## src/rtl/dice_pkg.sv

```systemverilog
// Shared types and constants for the electronic die.
//   face_t : 3-bit face value (0 = blank, 1..6 = die faces)
//   seg_t  : 7-segment pattern, bit order {g,f,e,d,c,b,a}, active-high
package dice_pkg;

   typedef logic [2:0] face_t;
   typedef logic [6:0] seg_t;

   localparam face_t FACE_BLANK = 3'd0;
   localparam face_t FACE_MIN   = 3'd1;
   localparam face_t FACE_MAX   = 3'd6;

   localparam seg_t SEG_BLANK = 7'h00;
   localparam seg_t SEG_1     = 7'h06;
   localparam seg_t SEG_2     = 7'h5B;
   localparam seg_t SEG_3     = 7'h4F;
   localparam seg_t SEG_4     = 7'h66;
   localparam seg_t SEG_5     = 7'h6D;
   localparam seg_t SEG_6     = 7'h7D;

   // Next roll value; any value outside 1..6 recovers to 1.
   function automatic face_t next_roll(input face_t cur);
      if (cur >= FACE_MAX || cur < FACE_MIN)
         return FACE_MIN;
      else
         return cur + 3'd1;
   endfunction

endpackage

```

## src/rtl/seg7_face_decoder.sv

```systemverilog
// Combinational face -> 7-segment decoder.
//   face     : latched face value (0 and 7 display blank)
//   segments : pattern {g..a}; inverted when SEG_ACTIVE_LOW = 1
module seg7_face_decoder
   import dice_pkg::*;
#(
   parameter bit SEG_ACTIVE_LOW = 1'b0
) (
   input  face_t      face,
   output logic [6:0] segments
);

   seg_t pattern;

   always_comb begin
      pattern = SEG_BLANK;
      case (face)
         3'd1:    pattern = SEG_1;
         3'd2:    pattern = SEG_2;
         3'd3:    pattern = SEG_3;
         3'd4:    pattern = SEG_4;
         3'd5:    pattern = SEG_5;
         3'd6:    pattern = SEG_6;
         default: pattern = SEG_BLANK;
      endcase
   end

   assign segments = SEG_ACTIVE_LOW ? ~pattern : pattern;

endmodule

```

## src/rtl/dice.sv

```systemverilog
// Electronic die: free-running 1..6 roll counter, captured on each
// rising edge of the (asynchronous) catch button and shown on one
// 7-segment digit.
//   clk          : system clock, rising edge
//   reset        : asynchronous, active-low
//   number_catch : button level, asynchronous to clk
//   segments     : 7-segment drive {g,f,e,d,c,b,a}
module dice
   import dice_pkg::*;
#(
   parameter bit SEG_ACTIVE_LOW = 1'b0
) (
   input  logic       clk,
   input  logic       reset,
   input  logic       number_catch,
   output logic [6:0] segments
);

   face_t roll;
   face_t face;
   logic  s1, s2, s3;
   logic  catch_pulse;

   // One-cycle pulse per synchronised rising edge of the button.
   assign catch_pulse = s2 & ~s3;

   always_ff @(posedge clk or negedge reset) begin
      if (!reset) begin
         roll <= FACE_MIN;
         s1   <= 1'b0;
         s2   <= 1'b0;
         s3   <= 1'b0;
         face <= FACE_BLANK;
      end else begin
         roll <= next_roll(roll);
         s1   <= number_catch;
         s2   <= s1;
         s3   <= s2;
         // Captures the pre-edge roll value, so a catch coinciding
         // with the 6->1 wrap shows 6.
         if (catch_pulse)
            face <= roll;
      end
   end

   seg7_face_decoder #(
      .SEG_ACTIVE_LOW(SEG_ACTIVE_LOW)
   ) u_decoder (
      .face    (face),
      .segments(segments)
   );

endmodule

```

## config.mk

```make
export PLATFORM = sky130hd
export DESIGN_NAME = dice
export DESIGN_NICKNAME = d
export VERILOG_FILES = /design/src/rtl/dice_pkg.sv /design/src/rtl/seg7_face_decoder.sv /design/src/rtl/dice.sv
export SDC_FILE = /design/constraint.sdc
export NUM_CORES = 1
export LEC_CHECK = 0
export ABC_CLOCK_PERIOD_IN_PS = 1320
export CAP_MARGIN = 30
export CORE_AREA = 2 2 39 41
export DETAILED_ROUTE_END_ITERATION = 16
export DIE_AREA = 0 0 41 43
export SYNTH_ARGS = -nofsm -noshare
export SYNTH_HDL_FRONTEND = slang
export SYNTH_SLANG_ARGS = --single-unit
```

## constraint.sdc

```tcl
create_clock -name clk -period 1.32 [get_ports clk]
set_clock_uncertainty 0.1 [all_clocks]
set_input_delay 0.198 -clock clk [delete_from_list [all_inputs] [get_ports clk]]
set_output_delay 0.198 -clock clk [all_outputs]
set_load 0.01 [all_outputs]
```

==> flow_metrics.py <==
metrics = {
    "critical_path": {
        "cp-end-kind": "output port",
        "worst-setup-path-type": "reg2out",
        "cp_cell_sequence": "buf_6 -> o21a_1 -> buf_2",
        "crit_path_max_fanout": 5,
        "arrival_ns": 1.11,
        "cp_data_required_time_ns": 1.02,
        "crit_path_max_incr_delay_ns": 0.44,
        "crit_slowest_cell": "dfrtp_2",
        "startpoint_type": "flop",
    },
    "status": {
        "status": "finished with violations",
        "violations": "setup timing",
    },
    "synthesis": {
        "synth-compound-area-share_pct": 10.6,
        "yosysTopAreaCell": "dfrtp_1",
        "yosys.area_share.simple_pct": 12.6,
        "yosysUniqueCellTypes": 16,
        "syn-num-nets": 35,
        "ys_ff_latch": 9,
        "synth_area_leaders": "dfrtp_1 52%, mux2_2 8.7%, dfstp_2 6.8%, xnor2_1 4.5%, o21a_1 3.9%",
        "synth_top_area_share_pct": 51.6,
        "synthAdderAreaFrac_pct": 3.23,
        "synth_xor_area_share_pct": 4.52,
        "syn_avg_cell_area_sq_um": 12.5,
        "seq_area_frac_synth_pct": 58.4,
        "syn-instance-count": 31,
        "synth_area_sq_um": 388,
        "synth_top_family_by_area": "simple AND/OR/NAND/NOR gates",
        "synthMuxAreaShare_pct": 8.71,
        "yosys_warnings": 0,
    },
    "final_layout": {
        "nets": 53,
        "layout-drive-gt1-share_pct": 56.3,
        "area_growth_pct": 47.4,
        "diodes": 0,
        "fin_util_pct": 41.3,
        "fin_area_sq_um": 572,
        "final_cells": 64,
    },
    "timing": {
        "worstMarginPinSlew_ns": 0.395,
        "setup_violations": 7,
        "drv_slew": 0,
        "relSlewSlack_pct": 73.6,
        "period_share_pct": 107,
        "final-hold-violation-count": 0,
        "setup_slack_ns": -0.0914,
        "clock.fmax_mhz": 709,
        "setup_tns_ns": -0.537,
        "layout_min_cycle_time_ns": 1.41,
        "grt_setup_unrepaired": "true",
    },
    "clock_network": {
        "ctsHoldBuffers": 0,
        "cts_buffers": 3,
        "cts_sinks": 9,
        "clk_pin_slew_ns": 0.06,
        "clk_path_buf_depth": 2,
        "cts_root_buf": "clkbuf_4",
        "h-tree-depth": 1,
        "cts_tree": "built",
        "clock_latency_ns": 0.25,
    },
    "detailed_routing": {
        "wire_per_inst_microns": 10.7,
        "drt_wl_total_microns": 686,
        "firstDrtPassIters": 2,
        "vias": 294,
        "dr.first_iter.drc_count": 4,
        "routed_via_density": 4.59,
        "drt.antenna.violating_nets": 0,
        "drcViolationCount": 0,
    },
    "power_and_ir_drop": {
        "total_power_mw": 0.699,
        "pwr-share-comb_pct": 26.3,
        "ir_drop_v": 0.000593,
        "pwr-share-seq_pct": 44.8,
        "powerDensity_mw_per_mm2": 1220,
        "clkPwrFrac_pct": 28.9,
        "netSwitchingFraction_pct": 26.1,
        "netSwitchingPower_mw": 0.182,
        "cellLeakagePower_nw": 0.255,
        "p_int_mw": 0.516,
    },
    "worst_hold_path": {
        "min_path_type": "in2async",
    },
    "floorplanning": {
        "die_width_microns": 41,
        "die-area_sq_mm": 0.00176,
        "fp.dieH_microns": 43,
        "initial_core_util_pct": 28.0,
        "row_count": 14,
        "io_pins": 10,
        "core_sq_mm": 0.00138,
    },
    "grt": {
        "overflow": 0,
        "grt_pass1_vias": 292,
        "grt_start_max_net_pins": 10,
        "antenna_found_initial": 0,
        "track_usage_pct": 10.9,
        "grt_pass1_wl_mm": 1.26,
    },
    "placement": {
        "dp.cells": 57,
        "io_buffers": 9,
        "gp_routability_congestion": 0.640,
        "dpl_cell_area_sq_um": 505,
    },
    "flow_run": {
        "maxCapViolCount": 0,
    },
}
state kept, by name (all words and copies together), names as in the netlist:
| name | cells |
|---|---|
| face | 3 |
| roll | 3 |
| s1 | 1 |
| s2 | 1 |
| s3 | 1 |
final timing paths:
| path | from | to | slack [ns] | cells past startpoint |
|---|---|---|---|---|
| worst max-delay path | face[2] | segments[2] | -0.09 | 3 |
| worst min-delay path | reset | roll[1] | 0.14 | 1 |
| worst max register to register | roll[0] | roll[2] | 0.10 | 3 |
| worst min register to register | s1 | s2 | 0.25 | 0 |
| max in group asynchronous | reset | roll[0] | 0.67 | 1 |
| min in group clk | s1 | s2 | 0.25 | 0 |
kinds of logic after synthesis:
group	after synthesis
simple gates	10
compound gates	5
mux	3
xor+xnor	2
buf+inv	1
fa+ha+maj	1
flops	9
metal layers:
metal	GRT usage (%)	up-vias	wire (microns)
met5	0	-	0
met4	6.00	0	0
met3	6.81	0	48
met2	15.3	8	343
met1	12.2	146	294
li1	-	140	-
Yosys cell counts, drive strengths merged:
master  count
mux2        3
nor2        2
dfrtp       8
nand3       1
ha          1
dfstp       1
nand2       3
or3         1
and3        1
o21ba       1
a21boi      1
buf         1
nor2b       2
xnor2       2
a22o        1
o21a        2
critical path: cells and delay by family, from the launching register on:
kind / cells / cell delay [ns]
AO/OA/AOI/OAI: 1 / 0.16
buffers and inverters: 2 / 0.26
flip-flops: 1 / 0.44
layout make-up:
type | instances | area, sq um
multi-input combinational | 21 | 179
sequential | 9 | 229
tap | 16 | 20.0
fill | 149 | 812
timing repair buffer | 14 | 118
clock buffer | 4 | 26.3
per-stage QoR:
stage,hold slack [ns],worst slack (ns)
finish,0.136,-0.0914
global route,0.160,-0.157
CTS,0.142,-0.0976
detailed placement,0.236,-0.243
global placement,0.233,-0.233
floorplan,-0.198,0.0743
power by group through the flow:
stage	registers [mW]	clock network [mW]	logic (mW)
2_1_floorplan	0.311	0	0.0796
3_3_place_gp	0.314	0	0.172
3_5_place_dp	0.315	0	0.174
4_1_cts	0.306	0.211	0.156
5_1_grt	0.316	0.229	0.204
6_report	0.313	0.202	0.184
placed cells by master, fill, tap and decap left out, types with 2 or more instances in the layout:
master / Yosys / layout
clkdlybuf4s50_1: 0 / 2
buf_2: 0 / 6
buf_6: 0 / 6
o21a_1: 2 / 2
mux2_2: 3 / 3
nand2_1: 3 / 2
dfrtp_2: 0 / 2
dfrtp_1: 8 / 6
clkbuf_4: 0 / 3
repair_timing:
item,in CTS,in global routing
setup buffers,3,0
cloned,0,0
resized for setup,30,12
setup endpoints to repair,7,7
No activity file was read; power rests on OpenSTA's default activity.
